===== src/rtl/button_command_encoder_pkg.sv =====
// Shared direction codes and command-state encoding for the button command encoder.
`default_nettype none

package button_command_encoder_pkg;

  localparam logic [1:0] DIR_UP    = 2'b00;
  localparam logic [1:0] DIR_DOWN  = 2'b01;
  localparam logic [1:0] DIR_LEFT  = 2'b10;
  localparam logic [1:0] DIR_RIGHT = 2'b11;

  localparam int unsigned NUM_BUTTONS = 4;

  // Button vector bit positions.
  localparam int unsigned BTN_UP    = 3;
  localparam int unsigned BTN_DOWN  = 2;
  localparam int unsigned BTN_LEFT  = 1;
  localparam int unsigned BTN_RIGHT = 0;

  typedef enum logic {
    ST_IDLE    = 1'b0,
    ST_PENDING = 1'b1
  } cmd_state_t;

endpackage : button_command_encoder_pkg

`default_nettype wire


===== src/rtl/button_command_encoder_debouncer.sv =====
// button_debouncer: one push-button synchronizer, debounce counter, stable level and press pulse.
`default_nettype none

module button_debouncer #(
  parameter int unsigned DEBOUNCE_CYCLES = 1000000,
  parameter int unsigned CNT_W           = 20
) (
  input  logic clk,
  input  logic reset,
  input  logic button_i,
  output logic press_o
);

  logic             sync1_q, sync2_q;
  logic             stable_q, stable_d;
  logic             prev_q;
  logic [CNT_W-1:0] cnt_q, cnt_d;

  localparam logic [CNT_W-1:0] CNT_LAST = CNT_W'(DEBOUNCE_CYCLES - 1);

  always_comb begin
    stable_d = stable_q;
    cnt_d    = '0;
    if (sync2_q != stable_q) begin
      if (cnt_q == CNT_LAST) begin
        stable_d = sync2_q;
      end else begin
        cnt_d = cnt_q + CNT_W'(1);
      end
    end
  end

  always_ff @(posedge clk or posedge reset) begin
    if (reset) begin
      sync1_q  <= 1'b0;
      sync2_q  <= 1'b0;
      stable_q <= 1'b0;
      prev_q   <= 1'b0;
      cnt_q    <= '0;
    end else begin
      sync1_q  <= button_i;
      sync2_q  <= sync1_q;
      stable_q <= stable_d;
      prev_q   <= stable_q;
      cnt_q    <= cnt_d;
    end
  end

  // Rising edge of the debounced level only; releases are silent.
  assign press_o = stable_q & ~prev_q;

endmodule : button_debouncer

`default_nettype wire


===== src/rtl/button_command_encoder.sv =====
// Debounces four direction buttons and holds the latest press as a pending command until acked.
`default_nettype none

module button_command_encoder
  import button_command_encoder_pkg::*;
#(
  parameter int unsigned DEBOUNCE_CYCLES = 1000000,
  parameter int unsigned CNT_W           = 20
) (
  input  logic       clk,
  input  logic       reset,
  input  logic [3:0] button,
  input  logic       cmd_ack,
  output logic [1:0] dir,
  output logic       dir_valid,
  output logic [1:0] cur_dir
);

  logic [NUM_BUTTONS-1:0] press;

  for (genvar i = 0; i < NUM_BUTTONS; i++) begin : g_btn
    button_debouncer #(
      .DEBOUNCE_CYCLES(DEBOUNCE_CYCLES),
      .CNT_W          (CNT_W)
    ) u_debouncer (
      .clk     (clk),
      .reset   (reset),
      .button_i(button[i]),
      .press_o (press[i])
    );
  end

  logic       any_press;
  logic [1:0] winner;

  always_comb begin
    winner = DIR_RIGHT;
    if (press[BTN_UP]) begin
      winner = DIR_UP;
    end else if (press[BTN_DOWN]) begin
      winner = DIR_DOWN;
    end else if (press[BTN_LEFT]) begin
      winner = DIR_LEFT;
    end
  end

  assign any_press = |press;

  cmd_state_t state_q, state_d;
  logic [1:0] dir_q, dir_d;
  logic [1:0] cur_dir_q, cur_dir_d;

  always_comb begin
    state_d   = state_q;
    dir_d     = dir_q;
    cur_dir_d = cur_dir_q;
    case (state_q)
      ST_IDLE: begin
        if (any_press) begin
          state_d = ST_PENDING;
          dir_d   = winner;
        end
      end
      ST_PENDING: begin
        if (cmd_ack) begin
          cur_dir_d = dir_q;
        end
        // A fresh press keeps the command pending even when the old one is consumed.
        if (any_press) begin
          dir_d = winner;
        end else if (cmd_ack) begin
          state_d = ST_IDLE;
        end
      end
      default: state_d = ST_IDLE;
    endcase
  end

  always_ff @(posedge clk or posedge reset) begin
    if (reset) begin
      state_q   <= ST_IDLE;
      dir_q     <= DIR_UP;
      cur_dir_q <= DIR_RIGHT;
    end else begin
      state_q   <= state_d;
      dir_q     <= dir_d;
      cur_dir_q <= cur_dir_d;
    end
  end

  assign dir       = dir_q;
  assign dir_valid = (state_q == ST_PENDING);
  assign cur_dir   = cur_dir_q;

endmodule : button_command_encoder

`default_nettype wire


===== config.mk =====
export PLATFORM = sky130hd
export DESIGN_NAME = button_command_encoder
export DESIGN_NICKNAME = d
export VERILOG_FILES = /design/src/rtl/button_command_encoder_pkg.sv /design/src/rtl/button_command_encoder_debouncer.sv /design/src/rtl/button_command_encoder.sv
export SDC_FILE = /design/constraint.sdc
export NUM_CORES = 1
export LEC_CHECK = 0
export ABC_AREA = 1
export CAP_MARGIN = 25
export CORE_ASPECT_RATIO = 1.4
export CORE_MARGIN = 10
export CORE_UTILIZATION = 35
export DETAILED_ROUTE_END_ITERATION = 6
export DONT_BUFFER_PORTS = 1
export HOLD_SLACK_MARGIN = 0.03
export PLACE_DENSITY = 0.55
export SYNTH_ARGS = -nofsm -noshare
export SYNTH_HDL_FRONTEND = slang
export SYNTH_SLANG_ARGS = --single-unit

===== constraint.sdc =====
create_clock -name clk -period 6.55 [get_ports clk]
set_input_delay 0.655 -clock clk [delete_from_list [all_inputs] [get_ports clk]]
set_output_delay 0.655 -clock clk [all_outputs]
set_load 0.1 [all_outputs]

======== After elaboration in Yosys (flattened, before gate mapping) ========
Cells that the tools add are included.
cells by class
  equal/unequal tests ..................... 8
  bitwise logic cells ..................... 9
  reduce and logical (&&, ||, !) cells .... 6
  muxes and demuxes ....................... 16
  add/subtract/negate cells ............... 4
operator list
  cell                     count
  $mux W20                 8
  $add A20 B1 Y20 const B  4
  $eq A20 B20 Y1 const B   4
  $reduce_and A2 Y1        5
  $mux W2                  3
  $not A1 Y1               5
  $and A1 B1 Y1            4
  $mux W1                  4
  $ne A1 B1 Y1             4
  $reduce_or A4 Y1         1
  $pmux W1 S2              1
storage, ports and cells
  output and inout bits ................... 5
  input port bits ......................... 7
  register bits after elaboration ......... 101

======== Longest topological paths before layout ========
Gate-level depths: netlist of the first run.
  word-level depth ........................ 6
  gate-level depth with buffers ........... 9
  mapped depth without buffers ............ 9

======== Hierarchy ========
From an unflattened synthesis of the first run, not the netlist that was laid out.
unflattened totals
  cell total of the unflattened synthesis .. 682
  area total of the unflattened synthesis .. 5546.6 µm²
by module, submodules not included
  module                  seq. area each (µm²)  area an instance (µm²)  instances  cells an instance
  button_debouncer        600.6                 1330.0                  4          164
  button_command_encoder  127.6                 226.5                   1          26

======== Worst setup path after synthesis of the first run ========
OpenSTA, ideal clock, no wires.
  path kind ............................... register to output
  start ................................... reg state_q (netlist: dir_valid)
  end ..................................... out dir_valid
  arrival time ............................ 912 ps
  cell stages (with the launch flop) ...... 1
  setup slack ............................. 4983 ps
  buffers on the path ..................... 0
  required time ........................... 5895 ps
  path through ............................ dfrtp_1
RTL lines
  element                 line                          source
  start, declared         button_command_encoder.sv:49  cmd_state_t state_q, state_d;
  start signal, assigned  button_command_encoder.sv:85  state_q <= state_d;
  end, declared           button_command_encoder.sv:15  output logic dir_valid,
No word-level cell between the ends.

======== Final worst setup path of the first run ========
  start ................................... reg state_q (netlist: dir_valid)
  end ..................................... out dir_valid
No word-level cell between the ends.

==> flow_summary.yaml, run 1 <==
run_status:
  status: "finished, final reports clean"
route:
  vias: 3924
  drc: 0
  drtAntennaViolNets: 0
  drt-wirelength-per-cell_um: 12.36
  routed_wl_um: 10350
  drt_iter0_markers: 279
  vias_per_cell: 4.688
  dr.pass1.iters: 4
global_routing:
  grt-ovfl-total: 0
  grt_pass1_vias: 4035
  grt_pass1_wl_um: 18320
  grt_max_degree: 76
  grt_use_total: 0.1108
  antenna_found_initial: 1
floorplan:
  die_h_um: 164.4
  ios: 12
  core_um2: 14510
  dieWidth_um: 123.1
  fp-row-count: 52
  start_util: 0.3592
  die_area_um2: 20240
logic_synthesis:
  ys_seq_area_frac: 0.4855
  synth_area_um2: 5211
  ys_seq_elements: 101
  synth_warnings: 0
  synth_nets: 640
  avgSynthCellArea_um2: 8.285
  syn_inst: 629
  yosysUniqueCellTypes: 29
placement:
  place_congestion: 0.8538
  hpwl_um: 7593
  place_area_um2: 5458
  numPortBuffers: 0
setup_path:
  start_kind: "register"
  critPathMaxFanout: 3
  regToRegSetupSlack_ns: 5.00
  crit_path_end_kind: "output pin"
  crit_required_ns: 5.89
  critPathKind: "reg2out"
  cp_data_arrival_time_ns: 1.30
cells_and_area:
  nNetsFinal: 653
  drive_gt1_frac: 0.1236
  register_area_um2: 2530
  multi_input_area_um2: 2445
  fillers: 1496
  stdcell_area_um2: 5788
  mostFrequentLayoutCells: "149 x nor2_1, 113 x nand2_1, 99 x dfrtp_1"
  layout_commonest_cell: "nor2_1"
  area_growth_pct: 11.07
  post-route-util: 0.3989
clocking:
  clk_pin_slew_ns: 0.07
  h-tree-depth: 3
  cts.hold.buffers_added: 0
  post_cts_buffers: 0
  cts.sinks: 101
  numCtsBuffers: 9
  clock_latency_ns: 0.34
  cts_tree: "yes"
  cts_buffer_depth: 2
  cts_root_buffer: "clkbuf_16"
  cts_resized: 0
timing:
  grt_setup_unrepaired: "false"
  hold_viol_final: 0
  fin_setup_tns_ns: 0
  whs_ns: 0.1543
  finalMaxSlewViolations: 0
  max_slew_margin: 0.3824
  worstMarginPinSlew_ns: 0.9264
  skew_ns: 0.006761
  fmax_ghz: 0.5121
  post-route-period-util: 0.2981
  finalCriticalPeriod_ns: 1.953
  setup_viol: 0
power:
  peakVddDrop_mv: 0.1551
  power.density_nw_per_um2: 210.5
  p_leak_nw: 2.404
  p_total_mw: 1.218
worst_hold_path:
  hold_class: "in2async"
flow_run:
  maxCapViolCount: 0
## stage by stage
stage | instances | worst slack (ns)
after floorplan | 629 | 3.251
after detailed placement | 819 | 4.667
after CTS | 835 | 4.571
after global routing | 837 | 4.552
after global placement | 819 | 4.718
final | 837 | 4.597
## power by group
part,total [mW],switching [mW],internal [mW]
sequential,0.638,0.00654,0.632
combinational,0.0414,0.0301,0.0113
clock,0.538,0.241,0.298
## synthesized netlist by cell type
cell	number	area, um^2
nand2_4	1	11.26
o21bai_1	5	37.54
dfstp_2	2	52.55
nand3b_1	5	37.54
nor3_1	7	35.03
nor2_2	14	87.58
nand3_1	49	245.2
a21oi_1	13	65.06
nand2_2	13	81.33
mux2_2	1	11.26
a21oi_4	1	16.27
inv_1	58	217.7
or2_2	1	6.260
nor2_1	149	559.3
nor3b_1	1	7.510
o21ai_0	5	25.02
nand2_1	113	424.2
nand3_2	8	80.08
o211ai_1	1	7.510
ha_1	4	50.05
o21ai_1	5	25.02
inv_2	5	18.77
xnor2_2	1	16.27
xor2_1	27	236.5
xnor2_1	15	131.4
dfrtp_1	99	2477
nand4_1	12	75.07
xor2_2	3	48.80
nor2_4	11	123.9
## cells by family after synthesis
group / share of synthesized area
and+or+nand+nor: 0.3405
buffers and inverters: 0.04538
AOI/OAI and AO/OA: 0.03385
xor gates and xnor gates: 0.08308
DFF: 0.4855
muxes: 0.002161
adders and majority gates: 0.009604
## path summary, 6_finish.rpt
check | start | end | cells after the start
setup / recovery | dir_valid | dir_valid | 0
hold / removal | reset | g_btn[2].u_debouncer.cnt_q[14] | 1
setup reg to reg | dir_valid | cur_dir[1] | 2
hold reg to reg | g_btn[3].u_debouncer.sync1_q | g_btn[3].u_debouncer.sync2_q | 0
max in group asynchronous | reset | cur_dir[1] | 3
min in group clk | button[2] | g_btn[2].u_debouncer.sync1_q | 0
## sequential cells by signal, summed over array words and instances (netlist names)
name and flops:
g_btn.u_debouncer.stable_q 4, g_btn.u_debouncer.cnt_q 80, g_btn.u_debouncer.sync1_q 4, g_btn.u_debouncer.prev_q 4, dir 2, g_btn.u_debouncer.sync2_q 4
cur_dir 2, dir_valid 1
## final cells by class
| type | instances | area share |
|---|---|---|
| flip-flops and latches | 101 | 0.4371 |
| multi-input cells | 465 | 0.4224 |
| inverters | 63 | 0.04129 |
| well taps | 189 | 0.04086 |
| clock buffers | 9 | 0.03891 |
| clock inverters | 7 | 0.01297 |
| repair buffers | 2 | 0.006053 |
| diodes | 1 | 0.0004323 |
## metal layers
metal,track usage,wire [um],up-vias,share of wire
li1,-,-,2000,-
met1,0.1258,4444,1861,0.43
met2,0.1898,5262,43,0.51
met3,0.02802,381,20,0.037
met4,0.05149,260,0,0.025
met5,0,0,-,0
Note: power is estimated with default switching activity, not from simulation.
==> inputs of run 2 (changes only) <==
ABC_AREA = 0   (was 1)
clock period = 1.9 ns   (was 6.55 ns; I/O delays follow)
==> flow_summary.yaml, run 2 <==
timing:
  hold_viol_final: 0
  post-route-period-util: 0.9785
  skew_ns: 0.009740
  fmax_ghz: 0.5379
  finalMaxSlewViolations: 0
  grt_setup_unrepaired: "true"
  finalCriticalPeriod_ns: 1.859
  fin_setup_tns_ns: 0
  whs_ns: 0.05180
  worstMarginPinSlew_ns: 0.5041
  setup_ws_ns: 0.04094
  max_slew_margin: 0.6640
  setup_viol: 0
cells_and_area:
  fillers: 1293
  register_area_um2: 2530
  multi_input_area_um2: 2175
  area_growth_pct: 20.13
  final_cells: 694
  n_antenna_cell: 0
  nNetsFinal: 518
  layout_commonest_cell: "dfrtp_1"
  mostFrequentLayoutCells: "99 x dfrtp_1, 57 x nor2_1, 39 x buf_4"
  largest_register_ffs: 80
  drive_gt1_frac: 0.1836
  top_register: "g_btn.u_debouncer.cnt_q"
placement:
  numPortBuffers: 0
  place_congestion: 0.8185
  hpwl_um: 6422
  pre_cts_ws_ns: -0.04002
  placedCellCount: 667
clocking:
  cts.sinks: 101
  numCtsBuffers: 9
  cts_root_buffer: "clkbuf_16"
  cts_buffer_depth: 2
  clock_latency_ns: 0.35
  h-tree-depth: 3
  cts_tree: "yes"
  clk_pin_slew_ns: 0.07
setup_path:
  r2r-start: "g_btn[2].u_debouncer.cnt_q[8]"
  crit_path_end_kind: "register"
  start_kind: "register"
  crit_required_ns: 2.17
  reg2regPathDepth: 4
  r2r_end: "g_btn[2].u_debouncer.cnt_q[15]"
  endpoint: "g_btn[2].u_debouncer.cnt_q[15]"
  cp-startpoint: "g_btn[2].u_debouncer.cnt_q[8]"
  regToRegSetupSlack_ns: 0.04
  cp_data_arrival_time_ns: 2.13
  critPathKind: "reg2reg"
  critPathMaxFanout: 8
logic_synthesis:
  synth_flop_cell: "dfrtp_1"
  yosysTopAreaCellShare: 0.5259
  yosys.area.top_type: "dfrtp_1"
  ys_seq_area_frac: 0.5371
  synth_warnings: 0
  yosys-top-cells-count: "99 x dfrtp_1, 57 x nor2_1, 33 x nand3_1"
  post-synth-top-count-cell: "dfrtp_1"
  synth_area_um2: 4711
  synth_nets: 474
  async_flop_share: 1.000
  yosysUniqueCellTypes: 37
  ys_seq_elements: 101
  syn_inst: 463
  avgSynthCellArea_um2: 10.17
  synth-edff-count: 0
  synth_area_leaders: "dfrtp_1 53%, xor2_1 5.2%, nor2_1 4.5%"
global_routing:
  grt_max_degree: 64
  grt_pass1_wl_um: 16630
  antenna_found_initial: 0
  grt-ovfl-total: 0
  grt_use_total: 0.1067
  grt_pass1_vias: 3640
route:
  drt-wirelength-per-cell_um: 13.44
  routed_wl_um: 9328
  drtAntennaViolNets: 0
  drt_iter0_markers: 184
  dr.pass1.iters: 4
  vias_per_cell: 4.997
  drc: 0
  vias: 3468
power:
  power.density_nw_per_um2: 719.6
  p_leak_nw: 2.294
  peakVddDrop_mv: 0.3448
floorplan:
  start_util: 0.3552
  die_area_um2: 18570
  ios: 12
  dieWidth_um: 118.1
  core_um2: 13260
  die_h_um: 157.3
  fp-row-count: 50
worst_hold_path:
  hold_class: "in2reg"
flow_run:
  maxCapViolCount: 0
run_status:
  status: "finished, final reports clean"
## run 2: cell count changes after synthesis, moves of 11 or more
cell / change
or3_1: +13
nor2_4: -11
nand2_2: -13
o31ai_1: +12
nand2_1: -89
nor2_1: -92
inv_1: -42
or4_1: +15
o21ai_0: +12
a21oi_1: +12
nand3_1: -16
nor2_2: -14
## run 2: worst min path at each step
stage / startpoint / end / slack, ns / cells past startpoint
3_5_place_dp: reset / g_btn[0].u_debouncer.cnt_q[10] / 0.08 / 1
2_1_floorplan: button[0] / g_btn[0].u_debouncer.sync1_q / 0.22 / 0
3_3_place_gp: reset / g_btn[0].u_debouncer.sync2_q / 0.1 / 1
5_1_grt: cmd_ack / dir_valid / 0.08 / 2
4_1_cts: cmd_ack / dir_valid / 0.03 / 2
6_report: cmd_ack / dir_valid / 0.05 / 2
## run 2: routing by layer
metal,part of all wire,vias up,track usage
met5,0,-,0
met4,0.020,0,0.04959
met3,0.021,14,0.02115
met2,0.53,22,0.1933
met1,0.42,1699,0.1179
li1,-,1733,-
## run 2: cells by family after synthesis
logic type	after synthesis	synth area share
compound gates	59	0.07676
xor+xnor	50	0.09296
fa+ha+maj	4	0.01062
buf+inv	30	0.02550
flops	101	0.5371
mux	6	0.01434
simple gates	213	0.2428
## run 2: critical path, stage by stage (launching register included)
cell     delay [ns]
dfrtp_1        0.40
nand3_2        0.14
or4_4          0.61
or4_4          0.51
a21oi_2        0.15
## run 2: per-stage QoR
step	power, mW	cell area, um^2	util
finish	4.072	5659	0.4267
global route	4.256	5659	0.4267
CTS	4.144	5564	0.4195
detailed placement	2.403	5213	0.3930
global placement	2.398	5213	0.3930
floorplan	2.340	4745	-
## run 2: where the power goes
part	internal, mW	total (mW)	switching [mW]
sequential	2.18	2.20	0.0256
combinational	0.0695	0.174	0.105
clock	0.892	1.69	0.802
## run 2: what timing repair did
| item | 4_1_cts | 5_1_grt |
|---|---|---|
| buffers inserted | 2 | 3 |
| resized for setup | 4 | 14 |
| hold buffers | 5 | 0 |
| hold endpoints to repair | 19 | 0 |
| endpoints found under the setup margin | 4 | 23 |
| pin swaps | 0 | 5 |
| gates cloned | 0 | 1 |
## run 2: final cells by class
type / count / area share
Clock buffer: 11 / 0.04112
Clock inverter: 5 / 0.006412
Inverter: 16 / 0.01128
Multi-Input combinational cell: 332 / 0.3843
Sequential cell: 101 / 0.4470
Tap cell: 182 / 0.04024
Timing Repair Buffer: 47 / 0.06964
